`config.mk`:
```
export PLATFORM = sky130hd
export DESIGN_NAME = ld_st_buffer
export DESIGN_NICKNAME = d
export VERILOG_FILES = /design/src/rtl/ld_st_buffer.sv
export SDC_FILE = /design/constraint.sdc
export NUM_CORES = 2
export LEC_CHECK = 0
export CORE_ASPECT_RATIO = 0.5
export CORE_UTILIZATION = 48
export CTS_CLUSTER_SIZE = 14
export DETAILED_ROUTE_END_ITERATION = 10
export GPL_TIMING_DRIVEN = 0
export PLACE_DENSITY_LB_ADDON = 0.15
export SLEW_MARGIN = 20
export SYNTH_ARGS = -nofsm -noshare
export SYNTH_HDL_FRONTEND = slang
export SYNTH_SLANG_ARGS = --single-unit
```
`constraint.sdc`:
```
create_clock -name clk -period 6.2 [get_ports clk]
set_input_delay 1.24 -clock clk [delete_from_list [all_inputs] [get_ports clk]]
set_output_delay 1.24 -clock clk [all_outputs]
set_load 0.02 [all_outputs]
```
`src/rtl/ld_st_buffer.sv`:
```
// In-order load/store buffer: holds dispatched memory ops, captures missing
// operands from the CDB, and issues at most one op per cycle from the head to DM.
module ld_st_buffer #(
  parameter int BUFFER_SIZE_BITS = 4,
  parameter int ROB_SIZE_BITS    = 4
) (
  input  logic                   clk,
  input  logic                   rst,
  input  logic                   alloc_valid,
  input  logic                   alloc_is_store,
  input  logic [ROB_SIZE_BITS:0] alloc_ROBEN,
  input  logic [ROB_SIZE_BITS:0] alloc_ROBEN1,
  input  logic [31:0]            alloc_ROBEN1_VAL,
  input  logic [ROB_SIZE_BITS:0] alloc_ROBEN2,
  input  logic [31:0]            alloc_ROBEN2_VAL,
  input  logic [31:0]            alloc_Immediate,
  input  logic                   CDB_valid,
  input  logic [ROB_SIZE_BITS:0] CDB_ROBEN,
  input  logic [31:0]            CDB_Result,
  input  logic                   commit_valid,
  input  logic [ROB_SIZE_BITS:0] commit_ROBEN,
  input  logic                   flush,
  output logic                   full,
  output logic                   empty,
  output logic                   Read_en,
  output logic                   Write_en,
  output logic [ROB_SIZE_BITS:0] ROBEN,
  output logic [31:0]            address,
  output logic [31:0]            data,
  output logic [31:0]            LdStB_MEMU_ROBEN1_VAL,
  output logic [31:0]            LdStB_MEMU_Immediate
);
  localparam int DEPTH = 1 << BUFFER_SIZE_BITS;
  localparam logic [BUFFER_SIZE_BITS:0]   CNT_FULL = (BUFFER_SIZE_BITS+1)'(DEPTH);
  localparam logic [BUFFER_SIZE_BITS:0]   CNT_ONE  = (BUFFER_SIZE_BITS+1)'(1);
  localparam logic [BUFFER_SIZE_BITS-1:0] PTR_ONE  = BUFFER_SIZE_BITS'(1);

  logic [DEPTH-1:0]            valid_q, valid_d;
  logic [DEPTH-1:0]            is_store_q, is_store_d;
  logic [DEPTH-1:0]            committed_q, committed_d;
  logic [ROB_SIZE_BITS:0]      roben_q [DEPTH];
  logic [ROB_SIZE_BITS:0]      roben_d [DEPTH];
  logic [ROB_SIZE_BITS:0]      q1_q [DEPTH];
  logic [ROB_SIZE_BITS:0]      q1_d [DEPTH];
  logic [ROB_SIZE_BITS:0]      q2_q [DEPTH];
  logic [ROB_SIZE_BITS:0]      q2_d [DEPTH];
  logic [31:0]                 v1_q [DEPTH];
  logic [31:0]                 v1_d [DEPTH];
  logic [31:0]                 v2_q [DEPTH];
  logic [31:0]                 v2_d [DEPTH];
  logic [31:0]                 imm_q [DEPTH];
  logic [31:0]                 imm_d [DEPTH];

  logic [BUFFER_SIZE_BITS-1:0] head_q, head_d, tail_q, tail_d;
  logic [BUFFER_SIZE_BITS:0]   count_q, count_d;

  logic                        rd_en_q, rd_en_d, wr_en_q, wr_en_d;
  logic [ROB_SIZE_BITS:0]      roben_out_q, roben_out_d;
  logic [31:0]                 addr_q, addr_d, data_q, data_d;
  logic [31:0]                 base_q, base_d, imm_out_q, imm_out_d;

  logic                        issue_ok, do_alloc;

  assign full  = (count_q == CNT_FULL);
  assign empty = (count_q == '0);

  // Head qualifies purely from registered entry state: CDB/commit updates
  // made this cycle are only visible to issue on the next edge.
  assign issue_ok = valid_q[head_q] && (q1_q[head_q] == '0) &&
                    (!is_store_q[head_q] || ((q2_q[head_q] == '0) && committed_q[head_q]));
  assign do_alloc = alloc_valid && !full;

  always_comb begin
    valid_d     = valid_q;
    is_store_d  = is_store_q;
    committed_d = committed_q;
    roben_d     = roben_q;
    q1_d        = q1_q;
    q2_d        = q2_q;
    v1_d        = v1_q;
    v2_d        = v2_q;
    imm_d       = imm_q;
    head_d      = head_q;
    tail_d      = tail_q;
    count_d     = count_q;
    rd_en_d     = 1'b0;
    wr_en_d     = 1'b0;
    roben_out_d = '0;
    addr_d      = addr_q;
    data_d      = data_q;
    base_d      = base_q;
    imm_out_d   = imm_out_q;

    for (int i = 0; i < DEPTH; i++) begin
      if (valid_q[i] && CDB_valid) begin
        if ((q1_q[i] != '0) && (q1_q[i] == CDB_ROBEN)) begin
          q1_d[i] = '0;
          v1_d[i] = CDB_Result;
        end
        if ((q2_q[i] != '0) && (q2_q[i] == CDB_ROBEN)) begin
          q2_d[i] = '0;
          v2_d[i] = CDB_Result;
        end
      end
      if (commit_valid && valid_q[i] && is_store_q[i] && (roben_q[i] == commit_ROBEN))
        committed_d[i] = 1'b1;
    end

    if (issue_ok) begin
      rd_en_d              = !is_store_q[head_q];
      wr_en_d              = is_store_q[head_q];
      roben_out_d          = roben_q[head_q];
      addr_d               = v1_q[head_q] + imm_q[head_q];
      data_d               = is_store_q[head_q] ? v2_q[head_q] : 32'd0;
      base_d               = v1_q[head_q];
      imm_out_d            = imm_q[head_q];
      valid_d[head_q]      = 1'b0;
      committed_d[head_q]  = 1'b0;
      head_d               = head_q + PTR_ONE;
    end

    // tail never aliases an issuing head: that would need a full buffer
    if (do_alloc) begin
      valid_d[tail_q]     = 1'b1;
      is_store_d[tail_q]  = alloc_is_store;
      committed_d[tail_q] = 1'b0;
      roben_d[tail_q]     = alloc_ROBEN;
      q1_d[tail_q]        = alloc_ROBEN1;
      v1_d[tail_q]        = alloc_ROBEN1_VAL;
      q2_d[tail_q]        = alloc_ROBEN2;
      v2_d[tail_q]        = alloc_ROBEN2_VAL;
      imm_d[tail_q]       = alloc_Immediate;
      if (CDB_valid && (alloc_ROBEN1 != '0) && (alloc_ROBEN1 == CDB_ROBEN)) begin
        q1_d[tail_q] = '0;
        v1_d[tail_q] = CDB_Result;
      end
      if (CDB_valid && (alloc_ROBEN2 != '0) && (alloc_ROBEN2 == CDB_ROBEN)) begin
        q2_d[tail_q] = '0;
        v2_d[tail_q] = CDB_Result;
      end
      tail_d = tail_q + PTR_ONE;
    end

    if (do_alloc && !issue_ok)
      count_d = count_q + CNT_ONE;
    else if (!do_alloc && issue_ok)
      count_d = count_q - CNT_ONE;

    if (flush) begin
      valid_d     = '0;
      committed_d = '0;
      head_d      = '0;
      tail_d      = '0;
      count_d     = '0;
      rd_en_d     = 1'b0;
      wr_en_d     = 1'b0;
      roben_out_d = '0;
      addr_d      = '0;
      data_d      = '0;
      base_d      = '0;
      imm_out_d   = '0;
    end
  end

  always_ff @(posedge clk) begin
    if (rst) begin
      valid_q     <= '0;
      committed_q <= '0;
      head_q      <= '0;
      tail_q      <= '0;
      count_q     <= '0;
      rd_en_q     <= 1'b0;
      wr_en_q     <= 1'b0;
      roben_out_q <= '0;
      addr_q      <= '0;
      data_q      <= '0;
      base_q      <= '0;
      imm_out_q   <= '0;
    end else begin
      valid_q     <= valid_d;
      committed_q <= committed_d;
      head_q      <= head_d;
      tail_q      <= tail_d;
      count_q     <= count_d;
      rd_en_q     <= rd_en_d;
      wr_en_q     <= wr_en_d;
      roben_out_q <= roben_out_d;
      addr_q      <= addr_d;
      data_q      <= data_d;
      base_q      <= base_d;
      imm_out_q   <= imm_out_d;
    end
  end

  // Entry payload is qualified by valid_q, so it needs no reset.
  always_ff @(posedge clk) begin
    is_store_q <= is_store_d;
    roben_q    <= roben_d;
    q1_q       <= q1_d;
    q2_q       <= q2_d;
    v1_q       <= v1_d;
    v2_q       <= v2_d;
    imm_q      <= imm_d;
  end

  assign Read_en               = rd_en_q;
  assign Write_en              = wr_en_q;
  assign ROBEN                 = roben_out_q;
  assign address               = addr_q;
  assign data                  = data_q;
  assign LdStB_MEMU_ROBEN1_VAL = base_q;
  assign LdStB_MEMU_Immediate  = imm_out_q;
endmodule

```
Yosys cells after proc, flatten, opt, wreduce, memory -nomap -nowiden
Cells that the tools add are included.
Widths: inputs -> output; s select.
{"block": "op_classes", "n_reduce_logical": 154, "eq_ne": 51, "n_bitwise": 12, "addsub": 5, "order_cmp": 7, "mux": 200}
{"operator": "$bwmux 512", "count": 5}
{"operator": "$mux 32", "count": 72}
{"operator": "$mux 512", "count": 4}
{"operator": "$bmux 32 s4", "count": 3}
{"operator": "$mux 5", "count": 73}
{"operator": "$mux 80", "count": 4}
{"operator": "$eq 5x5->1", "count": 50}
{"operator": "$bwmux 80", "count": 3}
{"operator": "$reduce_bool 5->1", "count": 34}
{"operator": "$and 80x80->80", "count": 2}
{"operator": "$demux 32 s4", "count": 1}
{"operator": "$logic_and 1x1->1", "count": 109}
{"operator": "$not 80->80", "count": 1}
{"operator": "$mux 16", "count": 4}
{"operator": "$bmux 5 s4", "count": 3}
{"operator": "$and 16x16->16", "count": 3}
{"operator": "$add 32x32->32", "count": 1}
{"operator": "$not 16->16", "count": 2}
{"operator": "$mux 1", "count": 21}
{"operator": "$demux 5 s4", "count": 1}
{"operator": "$bwmux 16", "count": 1}
{"operator": "$or 16x16->16", "count": 1}
{"operator": "$logic_not 5->1", "count": 3}
{"operator": "$bmux 1 s4", "count": 3}
{"operator": "other kinds (16)", "count": 25}
{"block": "word_totals", "register_bits": 1972, "in_bits": 160, "out_inout_bits": 137}

Depth between registers and ports, before layout
{"block": "logic_depth", "depth_word": 11, "ltp_mapped": 20, "depth_no_buf": 16}

Worst setup path after synthesis
Ideal clock, no wire load.
{"block": "synth_timing", "kind": "register to register", "from": "register head_q[0]", "to": "register addr_q[29] (netlist: address[29])", "n_path_buf": 6, "required_time_ps": 6066, "arrival_ps": 4816, "path_slack_ps": 1250, "path_stages_with_launch": 18, "cell_sequence": "dfxtp_1 > buf_4 > buf_2 > buf_2 > clkbuf_1 > buf_2 > mux4_2 > mux4_2 > ha_1 > buf_2 > nand3_1 > nor2_1 > nand2_1 > or4_1 > o211ai_1 > nand3_1 > and4_1 > or4_1"}
{"block": "synth_between", "elab_chain_cells": 8}
{"item": "start: declaration", "line_no": "54", "rtl": "logic [BUFFER_SIZE_BITS-1:0] head_q, head_d, tail_q, tail_d;"}
{"item": "start signal: assignment", "line_no": "169", "rtl": "head_q <= '0;"}
{"item": "start signal: assignment", "line_no": "182", "rtl": "head_q <= head_d;"}
{"item": "parallel branches: the longest is 8 deep, another holds $add 32x32->32"}
{"item": "end signal: assignment", "line_no": "188", "rtl": "addr_q <= addr_d;"}
{"item": "end: declaration", "line_no": "59", "rtl": "logic [31:0] addr_q, addr_d, data_q, data_d;"}
Several ways; the timed one is not identified. The select of a mux whose other input is x is not followed.
A chain may end at the register's enable or synchronous reset.

Worst setup path in the final report
{"block": "layout_timing", "from": "input alloc_valid", "to": "register imm_q[341] (netlist name) (enable)"}
{"block": "layout_between", "elab_chain_cells": 1}
{"item": "start: declaration", "line_no": "9", "rtl": "input logic alloc_valid,"}
{"item": "$logic_and 1x1->1", "line_no": "71", "rtl": "assign do_alloc = alloc_valid && !full;"}
{"item": "end signal: assignment", "line_no": "203", "rtl": "imm_q <= imm_d;"}
{"item": "end: declaration", "line_no": "51", "rtl": "logic [31:0] imm_q [DEPTH];"}
No other way between the ends.

==> results by group <==
Logic synthesis
  • Post-synth top area share: 30.9%
  • Syn_area_per_cell: 10.6 µm²
  • Cells after Synth: 8307
  • Register bit count reported by yosys: 1972
  • Cell with the most instances after synthesis: dfxtp_1
  • Post-synthesis async set-or-reset flop share: 0%
  • Synth area leader: dfxtp_1
  • Most used DFF post-synth: dfxtp_1
  • Seq/Total Area, Yosys: 51.6%
  • Synth top cells by count: dfxtp_1, nand2_1, o21ai_0
  • Post-synth cell types: 66
  • Mapped Area: 88200 µm²
  • Yosys warns: 0
  • Post-synth EDFFs: 608
  • Top post-synthesis cells by area: dfxtp_1, edfxtp_1, mux4_2
  • Post-Syn Nets: 8512

Setup path
  • Signal arrival time at the worst endpoint: 6.75 ns
  • Worst Path Required: 6.73 ns
  • Worst reg2reg endpoint: address[29]
  • Critical path's slowest cell: nand3_1
  • Reg2reg start: head_q[1]
  • Slack of the worst reg-to-reg path: 0 ns
  • Critical path peak fanout: 25
  • Crit path largest cell delay: 1.00 ns
  • Worst Setup End Kind: flip-flop
  • Register-to-Register Path Depth: 16
  • Setup CP Type: input port to flip-flop
  • CP Launch Type: input port
  • Crit-path cells: clkdlybuf4s50_1, nand2_1, inv_1, buf_1, nand3_1, clkinvlp_4, clkbuf_2, clkbuf_4, buf_12

Clock network
  • Post-CTS Setup Bufs: 0
  • TritonCTS buffer count: 185
  • CTS clk-pin slew, worst paths: 0.07 ns
  • CTS tree: built
  • Clk root buf: clkbuf_16
  • Max Buffers Root-to-Sink: 4
  • Clock latency on the worst-skew pair: 0.90 ns
  • CTS sink count: 1972
  • CTS Hold Bufs: 0
  • CTS H-Tree Depth: 4

Route
  • DRC viols: 0
  • Routed Antenna Nets: 0
  • Via count: 78100
  • Via density: 6.86
  • Initial DRC count: 14800
  • Final WL: 429 mm
  • DRT Pass-1 Iters: 10
  • Routed WL per cell: 37.7 µm

Pwr
  • Maximum VDD drop: 200 µV
  • Cell-internal power: 0.0212 W
  • Switch share: 25.7%
  • Pwr Density: 282 nW/µm²
  • Combinational share of power: 9.0%
  • Clock Power Share: 41.9%
  • Reg power frac: 49.0%
  • Net Sw Power: 0.00734 W
  • Leak: 35.5 nW

STA
  • Setup Skew: 0.0500 ns
  • Achievable Freq: 161 MHz
  • Final setup fails: 4
  • Fin. max-slew vios: 0
  • Final WS setup: -0.0161 ns
  • Slew at the pin closest to its max-slew limit: 1.45 ns
  • Unrepaired setup endpoints after global routing: no
  • Worst slew margin: 3.33%
  • Minimum clock period: 6.22 ns
  • Min Hold Slack: 0.452 ns
  • Final hold vios: 0
  • Crit share post-route: 100%

Placed design
  • Post-DP HPWL: 308 mm
  • Port Buffers: 259
  • Area post-placement: 94900 µm²
  • Final GP Congestion: 1.07

Min path
  • Min-Delay Path Class: flip-flop to flip-flop
  • Hold_sp: data[26]
  • Hold EP: data[26]
  • WHS Path Cells: 2

Flow run
  • Max-cap violations: 0

Floorplanning
  • Starting density of the core: 48.7%
  • Die Wd: 608 µm
  • Io pins: 297
  • Rows: 110
  • Area of the die: 186000 µm²
  • Core Region: 181000 µm²
  • Die height: 305 µm

Final layout
  • Final instance area: 101000 µm²
  • Layout Nets: 9001
  • Area delta synth->final: 14.7%
  • Final core occ: 55.8%
  • Filler instances: 15800
  • Share of layout cells above drive strength 1: 12.7%

GRT
  • Total gr overflow: 0
  • Total track usage: 44.8%
  • Number of global-route vias before repair: 71100
  • First-pass GRT wire length: 575 mm
  • Initial antenna violation count: 53
  • Largest net degree at the start of global routing: 32

Outcome
  • Outcome: finished, violations left
  • Failing checks: setup timing
-- per-layer routing --
metal	global-route usage [%]	share of wire, %	up-vias
li1	-	-	31300
met1	57.2	37	38600
met2	60.2	39	6671
met3	23.1	17	1506
met4	25.3	6.7	63
met5	2.94	0.29	-
-- cell families (layout without fill, tap and decap cells) --
family          after synthesis  in the layout  synth area share (%)
fa+ha+maj                    45             45                 0.655
other cells                   0             36                     0
buf+inv                     857           1488                  3.85
compound gates             1998           1998                  12.3
flops                      1972           1972                  51.6
xor+xnor                    254            254                  2.52
mux                        1006           1006                  18.7
simple gates               2175           2175                  10.4
-- power groups by stage --
stage / registers, W / clock network [W] / logic (W)
6_report: 0.0140 / 0.0120 / 0.00258
5_1_grt: 0.0140 / 0.0124 / 0.00265
4_1_cts: 0.0140 / 0.0118 / 0.00243
3_5_place_dp: 0.0142 / 0 / 0.00242
3_3_place_gp: 0.0142 / 0 / 0.00238
2_1_floorplan: 0.0142 / 0 / 0.00141
-- layout make-up --
class / count / area [µm²] / share of cell area, %
Antenna cell: 36 / 90.1 / 0.0890
Buffer: 794 / 3460 / 3.42
Clock buffer: 288 / 5510 / 5.44
Clock inverter: 41 / 520 / 0.514
Inverter: 62 / 236 / 0.234
Multi-Input combinational cell: 5478 / 39300 / 38.9
Sequential cell: 1972 / 45600 / 45.0
Tap cell: 2408 / 3010 / 2.98
Timing Repair Buffer: 303 / 3480 / 3.44
-- how the worst max path moves through the flow --
stage | from | end | slack, ns | depth (start not counted)
2_1_floorplan | head_q[0] | address[29] | 1.25 | 17
3_3_place_gp | alloc_valid | imm_q[342] | -3.35 | 8
3_5_place_dp | head_q[1] | address[29] | -0.98 | 17
4_1_cts | head_q[1] | address[31] | 0.008 | 15
5_1_grt | head_q[0] | address[29] | 0.007 | 16
6_report | alloc_valid | imm_q[341] | -0.02 | 9
-- timing repair --
item | CTS | global route
resized for setup | 45 | 21
pin swaps | 0 | 1
setup endpoints to repair | 22 | 37
-- flip-flops by register name (all words and copies together) (netlist names), 32 cells and up --
signal                 flops
imm_q                    512
v1_q                     512
v2_q                     512
q1_q                      80
q2_q                      80
roben_q                   80
LdStB_MEMU_Immediate      32
LdStB_MEMU_ROBEN1_VAL     32
address                   32
data                      32
-- worst max-delay path, delay by kind of cell --
kind	cells	cell delay (ns)
buffers and inverters	7	3.97
AND/OR/NAND/NOR	2	1.43
-- layout by cell type, fill, tap and decap left out, drive strengths merged, types with 23 or more instances in the layout --
master / instances
dfxtp: 1364
nand2: 1177
o21ai: 950
clkbuf: 892
edfxtp: 608
a21oi: 585
nor2: 560
mux4: 510
mux2i: 472
o22ai: 281
clkdlybuf4s50: 259
buf: 233
nand3: 149
xor2: 134
xnor2: 120
nor4: 62
inv: 59
a31oi: 50
ha: 43
nand4: 38
diode: 36
nor3: 36
a32oi: 35
and3: 35
clkinv: 28
or4: 27
mux2: 24
nand3b: 23
-- metrics by stage --
step,setup WS [ns],power (W),instances,setup TNS [ns]
3_3_place_gp,-3.35,0.0166,11000,-1680.19
2_1_floorplan,1.25,0.0156,8307,0
6_report,-0.0161,0.0285,11400,-0.0616
3_5_place_dp,-0.975,0.0167,11000,-24.64
4_1_cts,0.00799,0.0282,11300,0
5_1_grt,0.00712,0.0290,11400,0
Note: power is estimated with default switching activity, not from simulation.
